File: src/rtl/vga_display_timing.sv
// 640x480@60 VGA raster timing with a /CLK_DIV pixel clock-enable.
// Optional FRAME_STROBE_EN macro adds line_start/frame_start strobes.
module vga_display_timing #(
    parameter int CLK_DIV  = 4,
    parameter int H_ACTIVE = 640,
    parameter int H_FP     = 16,
    parameter int H_SYNC   = 96,
    parameter int H_BP     = 48,
    parameter int V_ACTIVE = 480,
    parameter int V_FP     = 10,
    parameter int V_SYNC   = 2,
    parameter int V_BP     = 33
) (
    input  logic       clk,
    input  logic       rst,
    output logic       hsync,
    output logic       vsync,
    output logic [9:0] sx,
    output logic [9:0] sy,
    output logic       de,
    output logic       pix_tick
`ifdef FRAME_STROBE_EN
    ,
    output logic       line_start,
    output logic       frame_start
`endif
);

    localparam int H_TOTAL = H_ACTIVE + H_FP + H_SYNC + H_BP;
    localparam int V_TOTAL = V_ACTIVE + V_FP + V_SYNC + V_BP;
    localparam int DW      = (CLK_DIV > 1) ? $clog2(CLK_DIV) : 1;

    localparam logic [DW-1:0] DIV_MAX = DW'(CLK_DIV - 1);
    localparam logic [9:0] H_LAST   = 10'(H_TOTAL - 1);
    localparam logic [9:0] V_LAST   = 10'(V_TOTAL - 1);
    localparam logic [9:0] H_VIS    = 10'(H_ACTIVE);
    localparam logic [9:0] V_VIS    = 10'(V_ACTIVE);
    localparam logic [9:0] HS_START = 10'(H_ACTIVE + H_FP);
    localparam logic [9:0] HS_END   = 10'(H_ACTIVE + H_FP + H_SYNC);
    localparam logic [9:0] VS_START = 10'(V_ACTIVE + V_FP);
    localparam logic [9:0] VS_END   = 10'(V_ACTIVE + V_FP + V_SYNC);

    logic [DW-1:0] div;
    logic [DW-1:0] div_next;
    logic          tick;
    logic [9:0]    sx_next;
    logic [9:0]    sy_next;

    // Next divider and raster position; counters move on the last divider phase.
    always_comb begin
        tick     = (div == DIV_MAX);
        div_next = tick ? '0 : div + 1'b1;
        sx_next  = sx;
        sy_next  = sy;
        if (tick) begin
            if (sx == H_LAST) begin
                sx_next = '0;
                sy_next = (sy == V_LAST) ? '0 : sy + 1'b1;
            end else begin
                sx_next = sx + 1'b1;
            end
        end
    end

    // Registered position; syncs decoded from the next position so they align with sx/sy.
    always_ff @(posedge clk) begin
        if (rst) begin
            div      <= '0;
            sx       <= '0;
            sy       <= '0;
            hsync    <= 1'b1;
            vsync    <= 1'b1;
            de       <= 1'b1;
            pix_tick <= 1'b0;
        end else begin
            div      <= div_next;
            sx       <= sx_next;
            sy       <= sy_next;
            hsync    <= !(sx_next >= HS_START && sx_next < HS_END);
            vsync    <= !(sy_next >= VS_START && sy_next < VS_END);
            de       <= (sx_next < H_VIS) && (sy_next < V_VIS);
            pix_tick <= (div_next == DIV_MAX);
        end
    end

`ifdef FRAME_STROBE_EN
    // Strobes held for every clock the raster sits at column 0 / origin.
    always_ff @(posedge clk) begin
        if (rst) begin
            line_start  <= 1'b1;
            frame_start <= 1'b1;
        end else begin
            line_start  <= (sx_next == '0);
            frame_start <= (sx_next == '0) && (sy_next == '0);
        end
    end
`endif

endmodule

File: config.mk
export PLATFORM = sky130hd
export DESIGN_NAME = vga_display_timing
export DESIGN_NICKNAME = d
export VERILOG_FILES = /design/src/rtl/vga_display_timing.sv
export SDC_FILE = /design/constraint.sdc
export NUM_CORES = 1
export LEC_CHECK = 0
export ABC_CLOCK_PERIOD_IN_PS = 2810
export CAP_MARGIN = 15
export CELL_PAD_IN_SITES_DETAIL_PLACEMENT = 1
export CELL_PAD_IN_SITES_GLOBAL_PLACEMENT = 1
export CORE_MARGIN = 2
export CORE_UTILIZATION = 38
export CTS_CLUSTER_SIZE = 24
export DETAILED_ROUTE_END_ITERATION = 12
export MAX_ROUTING_LAYER = met4
export PLACE_DENSITY = 0.76
export SLEW_MARGIN = 5
export SYNTH_ARGS = -nofsm -noshare
export SYNTH_HDL_FRONTEND = slang
export SYNTH_SLANG_ARGS = --single-unit
File: constraint.sdc
create_clock -name clk -period 2.81 [get_ports clk]
set_input_delay 0.4215 -clock clk [delete_from_list [all_inputs] [get_ports clk]]
set_output_delay 0.4215 -clock clk [all_outputs]
set_load 0.01 [all_outputs]
* Yosys cells after proc, flatten, opt, wreduce, memory -nomap -nowiden
Cells that the tools add are included.
** Word-level totals
- Register bits :: 26
- Word-level logic and storage cells :: 31
- Output and inout port bits :: 24
** Cells by class
- Add/subtract/negate cells :: 3
- Equal/unequal tests :: 4
- Reductions and logical operators :: 5
- Magnitude comparators :: 6
- Mux-type cells :: 6
** Operator list (count)
- 10-bit 2-to-1 mux :: 5
- 10-bit by 1-bit adder with 10-bit output (second input constant) :: 2
- 10-bit == test (second input constant) :: 2
- 10-bit < comparator (second input constant) :: 2
- 10-bit by 9-bit < comparator with 1-bit output (second input constant) :: 2
- 10-bit >= comparator (second input constant) :: 1
- 10-bit by 9-bit >= comparator with 1-bit output (second input constant) :: 1
- 2-bit == test (second input constant) :: 2
- 1-bit logical AND :: 3
- 2-bit by 1-bit adder with 2-bit output (second input constant) :: 1
- 1-bit zero test :: 2
- 2-bit 2-to-1 mux :: 1

* Longest topological paths before layout
- Depth in word-level cells :: 7
- Mapped depth :: 8
- Depth with buffers taken out :: 7

* Worst setup path before layout
OpenSTA, ideal clock, no wires.
- Kind :: flip-flop to flip-flop
- Start point :: register sx[5]
- End point :: register vsync
- Clock period less this slack :: 2.118 ns
- Setup time :: 0.128 ns
- Cell stages (with the launch flop) :: 9
- Path slack :: 0.692 ns
- Arrival time :: 1.990 ns
- Required time :: 2.682 ns
- Path through :: dfxtp_1 > buf_6 > nor4b_4 > and4_1 > buf_4 > nand4_1 > xor2_1 > or4_1 > nand4b_1
** Between the ends
- Word-level cells in the longest chain between the ends :: 6
- Elaborated cells on any way between the ends :: 7
- Those cells by class :: order compare (2); eq/ne (1); mux (2); reduce/logical (2)
** Ends and longest elaborated chain
- start: declaration :: line 18 : output logic [9:0] sx,
- start signal: assignment :: line 77 : sx <= sx_next;
- 10-bit == test (*) :: line 56 : if (sx == H_LAST) begin
- 10-bit 2-to-1 mux (*) :: line 56
- 10-bit 2-to-1 mux (*) :: line 55 : if (tick) begin
- 10-bit by 9-bit >= comparator with 1-bit output or 10-bit by 9-bit < comparator with 1-bit output (tied branches) :: line 80 : vsync <= !(sy_next >= VS_START && sy_next < VS_END);
- 1-bit logical AND (*) :: line 80
- 1-bit zero test (*) :: line 80
- end signal: assignment :: line 80
- end: declaration :: line 17 : output logic vsync,
Every way passes the cells marked *; elsewhere a longest branch is shown, timed or not.
A chain may end at the register's enable or synchronous reset.

* Worst setup path after layout
- Start point :: register sx[0]
- End point :: register vsync
The elaborated chain is that of the path after synthesis.

==> flow_summary.toml <==
[power_and_ir_drop]
swShare_pct = 22.1
switchingPower_w = 0.000136
power_density_mw_per_mm2 = 355
combPwrFrac_pct = 4.2
power_w = 0.000619
ir_drop_v = 0.000152
p_int_w = 0.000482
seqPwrFrac_pct = 61.1
power.share.clock_pct = 34.7
leakage_nw = 0.619

[global_route]
grt_usage_pct = 20.4
first_global_vias = 1395
grt_pass1_wl_um = 6640
grt_start_max_net_pins = 15
antenna_found_initial = 0
grt_remaining_overflow = 0

[routing]
drc_errors = 0
drtPass1Iterations = 4
dr_wl_met3_um = 78
vias = 1320
ant_nets = 0
top_layer_used = "met4"
wl_met2_um = 1830
met1_length_um = 1830
drt-total-wl_um = 3780
via_per_inst = 5.50
wire_per_inst_um = 15.8
drtIter0Drc = 62

[synthesis]
synth_simple_gate_area_share_pct = 32.7
synth_edf_count = 0
avgSynthCellArea_um2 = 8.38
synth_xor_area_share_pct = 7.51
synth.distinct_cells = 41
muxShareOfSynthArea_pct = 1.43
synth_warnings = 0
yosysSeqAreaShare_pct = 37.2
netlist_area_mm2 = 0.00140
syn_nets = 174
async_reset_ff_share_pct = 0
synth_top_family_by_area = "simple AND/OR/NAND/NOR gates"
synthCells = 167
synth_compound_area_share_pct = 12.1
synthAdderAreaFrac_pct = 4.47
ys_ff_latch = 26
ys.flop_type = "dfxtp_1"

[cells_and_area]
design_area_mm2 = 0.00174
nFillCells = 445
antenna_cells = 0
drive_gt1_share_pct = 6.25
nNetsFinal = 201
fin_util_pct = 48.3
final_common_cell = "dfxtp_1"
final_cell_mix = "dfxtp_1 (26), clkdlybuf4s50_1 (25), nor2_1 (21), nand2_1 (13), nor3_1 (12)"
area_delta_synth_final_pct = 24.5

[timing]
finalMaxSlewViolations = 0
rsz0062_at_grt = "false"
finalHoldViolCount = 0
finalSetupViolations = 0
clock_skew_ps = 2.88
fmax_mhz = 409
min_period_ps = 2440
slew_headroom_pct = 68.7
worstMarginPinSlew_ps = 469
setup-tns-final_ps = 0
timing.hold.ws_ps = 469
post-route-period-util_pct = 87.0

[cts]
cts_buffer_depth = 2
cts_tree = "done"
cts_root_buf = "clkbuf_8"
cts_resized = 0
clkLatencyLatePin_ps = 270
clk_pin_slew_worst_paths_ps = 90
cts_num_sinks = 26
cts_made_buffers = 3
cts_hold_buffers = 0
h-tree-depth = 1
cts_setup_buffers = 0

[placed_design]
placed_area_mm2 = 0.00170
post-dp-hpwl_um = 2820
place_congestion = 0.868
port-buffer-count = 25

[hold_path]
hold_depth = 1
min_path_type = "flip-flop to flip-flop"

[worst_setup_path]
worst-path-max-fanout = 11
worst_setup_path_end_kind = "flip-flop"
path_class = "flip-flop to flip-flop"
r2r_cells = 7
crit_path_start_kind = "flip-flop"
worstPathRequired_ps = 2960
arrival_ps = 2590

[die]
core_area_mm2 = 0.00361
die_w_um = 64.7
ios = 26
dieArea_mm2 = 0.00419
initial_core_util_pct = 38.8
die_h_um = 64.7
rows = 22

[run]
maxCapViolations = 0

[run_status]
status = "complete, no violations"
[final cells by class]
| type | count | area [um^2] | area share, % |
|---|---|---|---|
| inverter | 5 | 18.8 | 1.08 |
| timing repair buffer | 30 | 288 | 16.5 |
| tap | 48 | 60.1 | 3.45 |
| clock buffer | 3 | 41.3 | 2.37 |
| sequential | 26 | 520 | 29.9 |
| multi-input combinational | 128 | 815 | 46.7 |
[power by group through the flow]
stage / logic, W / clock network [W] / registers [W]
5_1_grt: 0.0000299 / 0.000237 / 0.000379
4_1_cts: 0.0000263 / 0.000219 / 0.000378
6_report: 0.0000257 / 0.000215 / 0.000378
3_3_place_gp: 0.0000254 / 0 / 0.000386
2_1_floorplan: 0.0000133 / 0 / 0.000387
3_5_place_dp: 0.0000263 / 0 / 0.000387
[metal layers]
layer,global-route usage [%],vias up
li1,-,652
met1,26.0,643
met2,33.9,19
met3,2.26,6
met4,6.38,0
met5,-,-
[final timing paths]
path	from	end	slack, ps
worst max-delay path	sx[0]$_SDFF_PP0_	vsync$_SDFF_PP1_	370
worst min-delay path	div[0]$_SDFF_PP0_	div[0]$_SDFF_PP0_	470
worst max register to register	sx[0]$_SDFF_PP0_	vsync$_SDFF_PP1_	370
worst min register to register	div[0]$_SDFF_PP0_	div[0]$_SDFF_PP0_	470
[logic make-up (layout without fill, tap and decap cells)]
| family | count (synthesis) | after routing |
|---|---|---|
| AO/OA/AOI/OAI | 26 | 26 |
| XOR/XNOR | 12 | 12 |
| adder cells (fa/ha/maj) | 5 | 5 |
| buffers and inverters | 13 | 38 |
| flip-flops | 26 | 26 |
| multiplexers | 2 | 2 |
| AND/OR/NAND/NOR | 83 | 83 |
[stage by stage]
stage               cells  setup WS (ps)
finish                240            366
global route          240            173
CTS                   240            361
detailed placement    237            395
global placement      237            544
floorplan             167            692
[sequential cells by signal, summed over array words and instances (netlist names)]
name      count
sy           10
de            1
sx           10
vsync         1
div           2
hsync         1
pix_tick      1
[synth_stat cells (all sizes together), types with 2 or more instances]
| cell | count | area share (%) |
|---|---|---|
| a21oi | 9 | 3.2 |
| a22oi | 2 | 1.1 |
| and3 | 4 | 1.8 |
| and4 | 2 | 1.3 |
| buf | 4 | 2.2 |
| clkbuf | 4 | 1.1 |
| dfxtp | 26 | 37 |
| ha | 5 | 4.5 |
| inv | 5 | 1.3 |
| mux2i | 2 | 1.4 |
| nand2 | 13 | 3.5 |
| nand2b | 2 | 0.89 |
| nand3 | 9 | 3.2 |
| nand3b | 2 | 1.1 |
| nand4 | 7 | 3.1 |
| nand4b | 2 | 1.3 |
| nor2 | 21 | 5.6 |
| nor3 | 12 | 4.3 |
| nor4b | 2 | 2.3 |
| o21ai | 6 | 2.1 |
| o311a | 2 | 1.4 |
| xnor2 | 6 | 3.8 |
| xor2 | 6 | 3.8 |
[critical path: stages, from the launching register on]
cell	delay, ps
dfxtp_1	410
ha_1	220
and2_1	200
and4_1	440
nand4_1	170
xor2_1	190
or4_1	500
nand4b_1	200
Power figures use the tool's default switching activity.
